### config.mk
export PLATFORM = sky130hd
export DESIGN_NAME = mac_driver
export DESIGN_NICKNAME = d
export VERILOG_FILES = /design/src/rtl/mac_driver.sv
export SDC_FILE = /design/constraint.sdc
export NUM_CORES = 1
export LEC_CHECK = 0
export ABC_AREA = 1
export CAP_MARGIN = 5
export CORE_MARGIN = 10
export CORE_UTILIZATION = 65
export DETAILED_ROUTE_END_ITERATION = 7
export DONT_BUFFER_PORTS = 1
export HOLD_SLACK_MARGIN = 0.12
export PLACE_DENSITY = 0.84
export SYNTH_ARGS = -nofsm -noshare
export SYNTH_HDL_FRONTEND = slang
export SYNTH_SLANG_ARGS = --single-unit
### constraint.sdc
create_clock -name clk -period 3.3 [get_ports clk]
set_input_delay 0.33 -clock clk [delete_from_list [all_inputs] [get_ports clk]]
set_output_delay 0.33 -clock clk [all_outputs]
set_load 0.005 [all_outputs]
### src/rtl/mac_driver.sv
// Operand-side sequencer for one systolic `mac` PE: reads operand pairs,
// frames them with start/stop, and returns the PE accumulator on a valid/ready port.
module mac_driver #(
  parameter int ADDR_W = 10,
  parameter int LEN_W  = 10
) (
  input  logic              clk,
  input  logic              resetn,
  input  logic              cmd_valid,
  output logic              cmd_ready,
  input  logic [ADDR_W-1:0] cmd_base,
  input  logic [LEN_W-1:0]  cmd_len,
  output logic              rd_en,
  output logic [ADDR_W-1:0] rd_addr,
  input  logic [31:0]       rd_w,
  input  logic [31:0]       rd_im,
  output logic              mac_start,
  output logic              mac_stop,
  output logic [31:0]       mac_w,
  output logic [31:0]       mac_im,
  input  logic [31:0]       mac_p,
  output logic              res_valid,
  input  logic              res_ready,
  output logic [31:0]       res_data,
  output logic [2:0]        dbg_state
);

  // Handshakes: a command transfers on an edge where cmd_valid && cmd_ready;
  // a result transfers on an edge where res_valid && res_ready. cmd_ready is
  // high only in IDLE; res_valid is high only in OUT and res_data is stable there.

  typedef enum logic [2:0] {
    IDLE  = 3'd0,
    CLEAR = 3'd1,
    RUN   = 3'd2,
    DRAIN = 3'd3,
    OUT   = 3'd4
  } state_t;

  localparam logic [ADDR_W-1:0] ADDR_ONE = {{(ADDR_W-1){1'b0}}, 1'b1};
  localparam logic [LEN_W-1:0]  LEN_ONE  = {{(LEN_W-1){1'b0}}, 1'b1};
  localparam logic [LEN_W-1:0]  LEN_ZERO = '0;

  state_t            state;
  logic [ADDR_W-1:0] addr;
  logic [LEN_W-1:0]  rem;
  logic              dv;

  assign rd_addr   = addr;
  assign mac_w     = rd_w;
  assign mac_im    = rd_im;
  assign dbg_state = state;

  // rem counts reads still to issue, including the one on rd_addr while rd_en is high.
  // mac_stop is registered as ~rd_en so that it equals ~dv in the following cycle.
  always_ff @(posedge clk or negedge resetn) begin
    if (!resetn) begin
      state     <= IDLE;
      cmd_ready <= 1'b1;
      rd_en     <= 1'b0;
      addr      <= '0;
      rem       <= '0;
      dv        <= 1'b0;
      mac_start <= 1'b0;
      mac_stop  <= 1'b1;
      res_valid <= 1'b0;
      res_data  <= '0;
    end else begin
      dv <= rd_en;
      if (rd_en) begin
        addr  <= addr + ADDR_ONE;
        rem   <= rem - LEN_ONE;
        rd_en <= (rem != LEN_ONE);
      end
      case (state)
        IDLE: begin
          if (cmd_valid && cmd_ready) begin
            state     <= CLEAR;
            cmd_ready <= 1'b0;
            addr      <= cmd_base;
            rem       <= cmd_len;
            rd_en     <= (cmd_len != LEN_ZERO);
            mac_start <= 1'b1;
            mac_stop  <= 1'b1;
          end
        end
        CLEAR: begin
          mac_start <= 1'b0;
          mac_stop  <= ~rd_en;
          state     <= rd_en ? RUN : DRAIN;
        end
        RUN: begin
          mac_stop <= ~rd_en;
          // rd_en low here means this is the last operand-valid cycle
          if (!rd_en) state <= DRAIN;
        end
        DRAIN: begin
          mac_stop  <= 1'b1;
          res_data  <= mac_p;
          res_valid <= 1'b1;
          state     <= OUT;
        end
        OUT: begin
          if (res_ready) begin
            res_valid <= 1'b0;
            cmd_ready <= 1'b1;
            state     <= IDLE;
          end
        end
        default: begin
          state     <= IDLE;
          cmd_ready <= 1'b1;
          rd_en     <= 1'b0;
          mac_start <= 1'b0;
          mac_stop  <= 1'b1;
          res_valid <= 1'b0;
        end
      endcase
    end
  end

endmodule

======== Word level (Yosys, flattened, before mapping) ========
Cells that the tools add are included.
storage, ports and cells
  bits of input ports ..................... 120
  flip-flop bits (word level) ............. 60
  logic and storage cells ................. 59
cells by class
  eq/ne operators ......................... 8
  add/sub/neg operators ................... 2
  bitwise logic cells ..................... 5
  reductions and logical operators ........ 13
  mux-type cells .......................... 22
operators with widths
  cell                                                count
  two-way mux 10 bit                                  6
  case mux 3 bit (5 select lines)                     1
  adder 10 x 1 -> 10 bit, second input constant       1
  != test 10 x 1 -> 1 bit, second input constant      1
  nonzero test 10 bit                                 1
  subtractor 10 x 1 -> 10 bit, second input constant  1
  two-way mux 3 bit                                   3
  case mux 1 bit (3 select lines)                     3
  OR reduction 3 bit                                  3
  two-way mux 1 bit                                   7
  == test 3 x 2 -> 1 bit, second input constant       2
  != test 2 bit, second input constant                3
  AND reduction 2 bit                                 3
  AND reduction 3 bit                                 2
  NOT 1 bit                                           5
  case mux 1 bit (2 select lines)                     2
  OR reduction 4 bit                                  1
  == test 3 x 1 -> 1 bit, second input constant       1
  == test 3 bit, second input constant                1
  zero test 3 bit                                     1
  OR reduction 2 bit                                  1
  logical AND 1 bit                                   1

======== Logic depth before layout (Yosys ltp) ========
  depth after elaboration ................. 4
  depth in mapped cells ................... 8
  depth with buffers taken out ............ 8

======== Worst setup path after synthesis ========
Ideal clock, no wire load.
  kind .................................... register to register
  from .................................... register rem[0]
  to ...................................... register rem[6]
  data required time ...................... 3182 ps
  library setup time ...................... 118 ps
  slack ................................... 2034 ps
  buffers on the path ..................... 0
  arrival ................................. 1148 ps
  cell stages (with the launch flop) ...... 8
  cell sequence ........................... dfrtp_1 -> inv_1 -> ha_1 -> nand2_1 -> nor2_1 -> nand4_1 -> nand3_1 -> nand2_1
between the ends
  cells in the longest elaborated chain, start to end .. 4
ends and longest elaborated chain
  item                             RTL line  RTL
  start: declaration               46        logic [LEN_W-1:0] rem;
  start signal: assignment         72        rem <= rem - LEN_ONE;
  start signal: assignment         81        rem <= cmd_len;
  subtractor 10 x 1 -> 10 bit (*)  72
  two-way mux 10 bit (*)           70        if (rd_en) begin
  two-way mux 10 bit               77        if (cmd_valid && cmd_ready) begin
  two-way mux 10 bit (*)           75        case (state)
Every way passes the cells marked *; elsewhere a longest branch is shown, timed or not.
A chain may end at the register's enable or synchronous reset.

======== Final worst setup path ========
  from .................................... register state[2], in the netlist dbg_state[2]
  to ...................................... register res_data[6]
between the ends
  cells in the longest elaborated chain, start to end .. 1
ends and longest elaborated chain
  item                      RTL line  RTL
  start: declaration        44        state_t state;
  start signal: assignment  90        state <= rd_en ? RUN : DRAIN;
  == test 3 x 2 -> 1 bit    75
  end signal: assignment    99        res_data <= mac_p;
  end: declaration          24        output logic [31:0] res_data,
Every way passes these cells.

==> metrics.csv <==
metric,value,unit
status,"finished, final reports clean",
htree_levels,3,
chipHeight,92.4,um
top_layer_used,met4,
antenna_found_initial,0,
timing.final.ws_setup,1620,ps
cp-start-kind,flop,
vias,2077,
synth-async-reset-ratio,1.00,
skew,4.89,ps
synthToLayoutAreaGrowth,-4.45,%
grt_start_max_net_pins,61,
synthTopCellsByArea,"dfrtp_1, buf_4, mux2_4, nand2_1, nor2_1",
power_switching,1.21,mW
insertion_delay,320,ps
leakage,1.59,nW
required,3500,ps
overflow,0,
worstHoldPathType,input port to flop,
crit_end,res_data[6]$_DFFE_PN0P_,
fin_setup_tns,0,ps
fin_crit_sh,0.510,
rsz0062_at_grt,false,
post_cts_resized,0,
drc,0,
postPlaceCellArea,2940,sq um
wl_met2,3470,um
setup_viol,0,
regToRegEndpoint,res_data[6]$_DFFE_PN0P_,
fmax,595,MHz
grtUsageTotal,0.166,
endpoint_kind,flop,
pre_cts_ws,1590,ps
hpwl,5340,um
critPathKind,flop to flop,
clkSinkCount,60,
yosysTopAreaCell,dfrtp_1,
drtIter0Drc,77,
synth_top_cells_by_count,"nand2_1, buf_4, dfrtp_1",
first_pass_iters,4,
via_per_inst,5.57,
cts_tree,built,
clock_tree.root_cell,clkbuf_8,
clockBufferDepth,2,
wl_met1,2720,um
gp_congestion,0.841,
switching_share,0.358,
syn_nets,473,
holdPathStages,2,
ys_seq_area_frac,0.442,
nNetsFinal,421,
synth.yosys.warnings,0,
floorplan.initialDensity,0.667,
routedWlPerCell,19.3,um
synth_edf_count,0,
clkTransAtPathRegs,70,ps
maxCapViolCount,0,
cellPowerDensity,1030,nW/um^2
drive_above_1_share,0.182,
crit_path_start,dbg_state[2]$_DFFE_PN0P_,
syn_avg_cell_area,9.73,sq um
crit_fanout,34,
cts_setup_buffers,0,
io-pin-count,234,
seqPwrFrac,0.456,
syn-cell-area,3410,sq um
synth_cells,350,
rrSetupSlack,1620,ps
clockPowerShare,0.212,
routed_wl,7210,um
cts_hold_buf,7,
netlist-cell-type-count,29,
worst_pin_slew,611,ps
r2r_start,dbg_state[2]$_DFFE_PN0P_,
dieArea,8530,sq um
met3WireLength,951,um
ys_seq_elements,60,
diodes,0,
num_rows,26,
ff2ff_path_depth,3,
p_int,2.16,mW
grt_pass1_wl,11300,um
io_buffers,0,
cts-buffers-inserted,9,
relSlewSlack,0.593,
yosys_most_used_dff,dfrtp_1,
total_power,3.37,mW
postLayoutCellArea,3250,sq um
synth_top_area_share,0.426,
ant_nets,0,
p_comb_frac,0.332,
core,5110,sq um
grt_pass1_vias,2135,
hold_viol,0,
worstPathArrival,1880,ps
die_w,92.4,um
slew_violations,0,
min_from,cmd_len[4],
peakVddDrop,0.620,mV
period_minus_slack,1680,ps
yosysMostFrequentCell,nand2_1,
[stage by stage]
stage               hold WS (ps)   util  std cells
finish                       144  0.637        373
global route                 126  0.637        373
CTS                          121  0.635        372
detailed placement          36.4  0.576        349
global placement            36.3  0.576        349
floorplan                   34.4      -        350
[area by class of cell]
| type | count | area [sq um] |
|---|---|---|
| clock buffers | 11 | 141 |
| clock inverters | 5 | 75.1 |
| fillers | 426 | 1850 |
| inverters | 25 | 96.3 |
| multi-input cells | 194 | 1250 |
| flip-flops and latches | 60 | 1500 |
| well taps | 70 | 87.6 |
| repair buffers | 8 | 97.6 |
[critical path, cell delays in order, from the launching register on]
cell	delay [ps]
dfrtp_1	450
inv_2	150
nand3_4	470
mux2_4	480
[registers in the layout, summed over array words and instances (netlist names)]
name / flops
mac_start: 1
rd_en: 1
rd_addr: 10
dbg_state: 3
rem: 10
cmd_ready: 1
res_data: 32
mac_stop: 1
res_valid: 1
[metal layers]
| metal | GRT usage | up-vias |
|---|---|---|
| met5 | 0 | - |
| met4 | 0.0733 | 0 |
| met3 | 0.103 | 14 |
| met2 | 0.255 | 122 |
| met1 | 0.180 | 985 |
| li1 | - | 956 |
[how the worst min path moves through the flow]
stage / end
2_1_floorplan: dbg_state[0]$_DFFE_PN0P_
3_3_place_gp: rem[5]$_DFF_PN0_
3_5_place_dp: rem[5]$_DFF_PN0_
4_1_cts: rem[6]$_DFF_PN0_
5_1_grt: res_data[18]$_DFFE_PN0P_
6_report: rem[4]$_DFF_PN0_
[cells by family (layout without fill, tap and decap cells)]
family                   count (synthesis)  after routing  synth area share
AND/OR/NAND/NOR                        126            126             0.162
buffers and inverters                   96             49             0.191
flip-flops                              60             60             0.442
multiplexers                            32             32             0.137
AO/OA/AOI/OAI                           26             26            0.0404
XOR/XNOR                                 7              7            0.0180
adder cells (fa/ha/maj)                  3              3            0.0110
[layout by cell type (no fill, tap or decap), types with 3 or more instances in the layout]
master and instances:
a21oi_1 9, a31oi_1 3, clkbuf_8 10, clkinv_2 3, dfrtp_1 58, dlygate4sd3_1 7, ha_1 3, inv_1 23
mux2_2 4, mux2_4 28, nand2_1 67, nand3_1 15, nand4_1 5, nor2_1 33, o21ai_0 11, xor2_1 6
[power by group through the flow]
stage                     registers (mW)  clock network (mW)  logic, mW
after floorplan                     1.40                   0       1.08
after global placement              1.54                   0       1.05
after detailed placement            1.55                   0       1.11
after CTS                           1.55               0.731       1.13
after global routing                1.59               0.764       1.26
final                               1.54               0.713       1.12
(Power assumes the default switching activity.)
